### src/rtl/link_pkg.sv
// Shared constants and state encoding for the serial-link arbitration blocks.
package link_pkg;

  localparam int LINK_WIDTH      = 25;
  localparam int DEFAULT_TIMEOUT = 64;

  typedef enum logic [1:0] {
    IDLE    = 2'd0,
    SEND    = 2'd1,
    RELEASE = 2'd2
  } arb_state_t;

endpackage

### src/rtl/emitter_arbiter_rr_pick.sv
// Combinational round-robin picker: first set request at or above ptr, wrapping.
module rr_pick
  import link_pkg::*;
#(
  parameter int NUM_REQ = 4
) (
  input  logic [NUM_REQ-1:0]         req,
  input  logic [$clog2(NUM_REQ)-1:0] ptr,
  output logic [$clog2(NUM_REQ)-1:0] winner,
  output logic                       valid
);

  localparam int IDX_W = $clog2(NUM_REQ);
  localparam logic [IDX_W:0] NUM_REQ_W = (IDX_W + 1)'(NUM_REQ);

  logic [2*NUM_REQ-1:0] doubled;
  logic [NUM_REQ-1:0]   rotated;
  logic [IDX_W-1:0]     offset;
  logic [IDX_W:0]       sum;

  // Rotating the request vector so ptr lands at bit 0 turns the wrap-around
  // search into a plain lowest-set-bit search.
  always_comb begin
    doubled = {req, req} >> ptr;
    rotated = doubled[NUM_REQ-1:0];
    offset  = '0;
    valid   = 1'b0;
    for (int i = NUM_REQ - 1; i >= 0; i--) begin
      if (rotated[i]) begin
        offset = i[IDX_W-1:0];
        valid  = 1'b1;
      end
    end
    sum    = {1'b0, ptr} + {1'b0, offset};
    winner = (sum >= NUM_REQ_W) ? IDX_W'(sum - NUM_REQ_W) : IDX_W'(sum);
  end

endmodule

### src/rtl/emitter_arbiter.sv
// Round-robin arbiter sharing one serial emitter among NUM_REQ requesters,
// sequencing the start/done handshake with a timeout abort.
module emitter_arbiter
  import link_pkg::*;
#(
  parameter int WIDTH   = LINK_WIDTH,
  parameter int NUM_REQ = 4,
  parameter int TIMEOUT = DEFAULT_TIMEOUT
) (
  input  logic                       fast_clk,
  input  logic                       reset,
  input  logic [NUM_REQ-1:0]         req,
  input  logic [NUM_REQ*WIDTH-1:0]   req_data,
  output logic [NUM_REQ-1:0]         ack,
  output logic [NUM_REQ-1:0]         err,
  output logic                       busy,
  output logic [$clog2(NUM_REQ)-1:0] grant_id,
  output logic [WIDTH-1:0]           em_data,
  output logic                       em_start,
  input  logic                       em_done
);

  localparam int IDX_W = $clog2(NUM_REQ);
  localparam int CNT_W = $clog2(TIMEOUT);
  localparam logic [CNT_W-1:0] CNT_LAST = CNT_W'(TIMEOUT - 1);
  localparam logic [IDX_W-1:0] IDX_LAST = IDX_W'(NUM_REQ - 1);

  arb_state_t         state_reg, state_next;
  logic [IDX_W-1:0]   ptr_reg, ptr_next;
  logic [CNT_W-1:0]   cnt_reg, cnt_next;
  logic [IDX_W-1:0]   grant_reg, grant_next;
  logic [WIDTH-1:0]   data_reg, data_next;
  logic               start_reg, start_next;
  logic [NUM_REQ-1:0] ack_reg, ack_next;
  logic [NUM_REQ-1:0] err_reg, err_next;
  logic               busy_reg, busy_next;

  logic [WIDTH-1:0]   words [NUM_REQ];
  logic [IDX_W-1:0]   pick_winner;
  logic               pick_valid;
  logic [IDX_W-1:0]   grant_inc;

  for (genvar gi = 0; gi < NUM_REQ; gi++) begin : g_words
    assign words[gi] = req_data[gi*WIDTH +: WIDTH];
  end

  rr_pick #(
    .NUM_REQ(NUM_REQ)
  ) u_pick (
    .req   (req),
    .ptr   (ptr_reg),
    .winner(pick_winner),
    .valid (pick_valid)
  );

  assign grant_inc = (grant_reg == IDX_LAST) ? '0 : grant_reg + 1'b1;

  always_ff @(posedge fast_clk) begin
    if (reset) begin
      state_reg <= IDLE;
      ptr_reg   <= '0;
      cnt_reg   <= '0;
      grant_reg <= '0;
      data_reg  <= '0;
      start_reg <= 1'b0;
      ack_reg   <= '0;
      err_reg   <= '0;
      busy_reg  <= 1'b0;
    end else begin
      state_reg <= state_next;
      ptr_reg   <= ptr_next;
      cnt_reg   <= cnt_next;
      grant_reg <= grant_next;
      data_reg  <= data_next;
      start_reg <= start_next;
      ack_reg   <= ack_next;
      err_reg   <= err_next;
      busy_reg  <= busy_next;
    end
  end

  always_comb begin
    state_next = state_reg;
    ptr_next   = ptr_reg;
    cnt_next   = cnt_reg;
    grant_next = grant_reg;
    data_next  = data_reg;
    start_next = start_reg;
    ack_next   = '0;
    err_next   = '0;

    unique case (state_reg)
      IDLE: begin
        if (pick_valid) begin
          grant_next = pick_winner;
          data_next  = words[pick_winner];
          start_next = 1'b1;
          cnt_next   = '0;
          state_next = SEND;
        end
      end
      SEND: begin
        cnt_next = cnt_reg + 1'b1;
        // Done is checked first so a completion on the last allowed cycle acks.
        if (em_done) begin
          start_next          = 1'b0;
          ack_next[grant_reg] = 1'b1;
          ptr_next            = grant_inc;
          state_next          = RELEASE;
        end else if (cnt_reg == CNT_LAST) begin
          start_next          = 1'b0;
          err_next[grant_reg] = 1'b1;
          ptr_next            = grant_inc;
          state_next          = RELEASE;
        end
      end
      RELEASE: begin
        if (!em_done) state_next = IDLE;
      end
      default: state_next = IDLE;
    endcase

    busy_next = (state_next != IDLE);
  end

  assign ack      = ack_reg;
  assign err      = err_reg;
  assign busy     = busy_reg;
  assign grant_id = grant_reg;
  assign em_data  = data_reg;
  assign em_start = start_reg;

endmodule

### config.mk
export PLATFORM = sky130hd
export DESIGN_NAME = emitter_arbiter
export DESIGN_NICKNAME = d
export VERILOG_FILES = /design/src/rtl/link_pkg.sv /design/src/rtl/emitter_arbiter_rr_pick.sv /design/src/rtl/emitter_arbiter.sv
export SDC_FILE = /design/constraint.sdc
export NUM_CORES = 1
export LEC_CHECK = 0
export CORE_MARGIN = 1
export CORE_UTILIZATION = 45
export CTS_CLUSTER_DIAMETER = 40
export DETAILED_ROUTE_END_ITERATION = 10
export HOLD_SLACK_MARGIN = 0.05
export PLACE_DENSITY = 0.9
export SETUP_SLACK_MARGIN = 0.3
export SYNTH_ARGS = -nofsm -noshare
export SYNTH_HDL_FRONTEND = slang
export SYNTH_SLANG_ARGS = --single-unit
### constraint.sdc
create_clock -name fast_clk -period 4.1 [get_ports fast_clk]
set_input_delay 0.82 -clock fast_clk [delete_from_list [all_inputs] [get_ports fast_clk]]
set_output_delay 0.82 -clock fast_clk [all_outputs]
set_load 0.005 [all_outputs]
==> out/results.ini <==
[clocking]
clkTransAtPathRegs_ps=100
clock_latency_ps=300
htreeDepth=2
cts-root-buf=clkbuf_8
cts_made_buffers=5
ctsHoldBuffers=0
postCtsSetupRepairBufs=0
cts_resized=0
clockBufferDepth=2
cts.sinks=47
cts_tree=built

[sta]
setup_viol=0
drv_slew=0
period_share_pct=81.76
max_freq_mhz=298.3
setup_ws_ps=748.0
relSlewSlack_pct=33.37
post-route-min-period_ps=3352
rsz0062_at_grt=no
hold_viol_final=0
finClkSkew_ps=9.470
worst_pin_slew_ps=999.4
tns_ps=0

[critical_path]
worst_setup_path_start_kind=input pin
criticalPathCategory=input pin to register
cp_data_arrival_time_ps=3560
critPathMaxFanout=50
slowest_stage=clkdlybuf4s50_1
slowest_delay_ps=580
crit_family=buffers and inverters
required_ps=4310
path_buf_inv=2
end_kind=register
crit_chain=clkdlybuf4s50_1 -> or4_1 -> nand3_1 -> ha_2 -> xor2_1 -> nor2_4 -> buf_4 -> a221o_1 -> a211oi_2

[job]
drv_cap=0

[die]
dieArea_sq_mm=0.007234
rows=29
die_width_microns=85.06
ioPinCount=144
start_util_pct=47.79
coreArea_sq_mm=0.006495
die_h_microns=85.06

[synthesis]
ys_types=37
synth-xor-area-share_pct=0.5643
synth_compound_area_share_pct=31.88
syn_area_per_cell_sq_um=9.493
synthTopCellsByArea=dfxtp_1 (30%), mux2i_1 (16%), a221o_1 (16%)
ys_seq_area_share_pct=30.31
yosys.area.top_type=dfxtp_1
yosys.area_share.simple_pct=13.26
muxShareOfSynthArea_pct=16.44
syn_area_sq_mm=0.003104
synthAdderAreaFrac_pct=2.418
synth_top_family_by_area=compound AO/OA/AOI/OAI gates
syn_inst=327
synth_top_area_share_pct=30.31
synth_edf_count=0
synthFlopType=dfxtp_1
async_flop_share_pct=0
postSynthNetCount=440
synth_warnings=0
ys_ff_latch=47

[power]
intPower_uw=1034
irDropWorstVdd_mv=0.1737
power_density_mw_per_mm2=333.6
cellLeakagePower_uw=0.001774
p_sw_uw=525.0
p_clk_share_pct=19.3
combPwrFrac_pct=45.9
swShare_pct=33.67
seq_power_share_pct=34.8

[placed_design]
pre_cts_slack_ps=448.6
dp.final_hpwl_microns=6601
gp_congestion=0.8096
port_buffers=143

[drt]
drt-total-wl_microns=8985
vias_per_cell=6.025
num_vias=3187
drt_iter0_drc=122
drtPass1Iterations=4
wl_per_cell_microns=16.98
drc=0
drtAntennaViolNets=0

[final_layout]
area_growth_pct=50.54
diodes=0
final_cell_mix=clkdlybuf4s50_1 (142), mux2i_1 (51), a221o_1 (50)
largest_register_ffs=25
post-route-util_pct=71.95
layout-drive-gt1-share_pct=10.62
mostFrequentLayoutCell=clkdlybuf4s50_1
final_nets=564

[grt]
grt_overflow=0
grt_pass1_vias=3300
antenna_found_initial=0
grt_pass1_wl_microns=14650
globalRouteTotalUtil_pct=24.88
grt_max_degree=51

[worst_hold_path]
hp-class=register to register

[outcome]
status=finished clean

==> cell type report <==
class	count	area [sq um]
multi-input cells	246	2021
repair buffers	149	1509
flip-flops and latches	47	940.9
fillers	504	1822
well taps	77	96.34
clock buffers	6	82.58
clock inverters	2	16.27
inverters	2	7.507
==> worst reg2reg max path, delay by kind of cell (launching register included) <==
| family | cells | cell delay [ps] |
|---|---|---|
| simple gates | 3 | 710 |
| buf+inv | 1 | 290 |
| flops | 1 | 430 |
| compound gates | 2 | 640 |
| xor+xnor | 1 | 340 |
| fa+ha+maj | 1 | 170 |
==> stage by stage <==
stage	cells	hold WS (ps)	power [uW]	cell area, sq um
final	529	495.5	1559	4673
after global routing	529	527.7	1640	4673
after CTS	529	502.9	1565	4673
after detailed placement	521	489.5	1265	4574
after global placement	521	472.6	1240	4574
after floorplan	327	460.1	973.0	3104
==> power by group through the flow <==
stage                     logic, uW  clock network, uW  registers (uW)
final                           716                301             542
after global routing            770                322             549
after floorplan                 425                  0             548
after detailed placement        713                  0             551
after global placement          689                  0             551
after CTS                       716                307             542
==> path summary, 6_finish.rpt <==
| kind | startpoint | endpoint | slack [ps] | depth (start not counted) |
|---|---|---|---|---|
| max | req[2] | em_data[13] | 750 | 9 |
| min | cnt_reg[1] | cnt_reg[1] | 500 | 2 |
| max reg2reg | ptr_reg[0] | em_data[13] | 1430 | 8 |
| min reg2reg | cnt_reg[1] | cnt_reg[1] | 500 | 2 |
==> routing by layer <==
metal | part of all wire [%] | GRT usage, % | wire length (microns)
met3 | 5.9 | 4.961 | 528
met2 | 53 | 47.29 | 4791
met5 | 0 | 0 | 0
met4 | 2.5 | 10.48 | 223
met1 | 38 | 26.57 | 3442
==> Yosys cell counts, drive strengths merged (3+ instances only) <==
cell and number:
nor2b 3, a221o 50, clkbuf 17, a211oi 27
nand3b 4, a21oi 10, o211ai 3, nand2 8
and2 9, nand3 5, mux2i 51, o21ai 7
buf 15, dfxtp 47, nor2 43, ha 6
==> cell families after synthesis <==
kind of cell	Yosys count
adder cells (fa/ha/maj)	6
buffers and inverters	34
AO/OA/AOI/OAI	103
flip-flops	47
multiplexers	51
XOR/XNOR	2
AND/OR/NAND/NOR	84
Note: power is estimated with default switching activity, not from simulation.
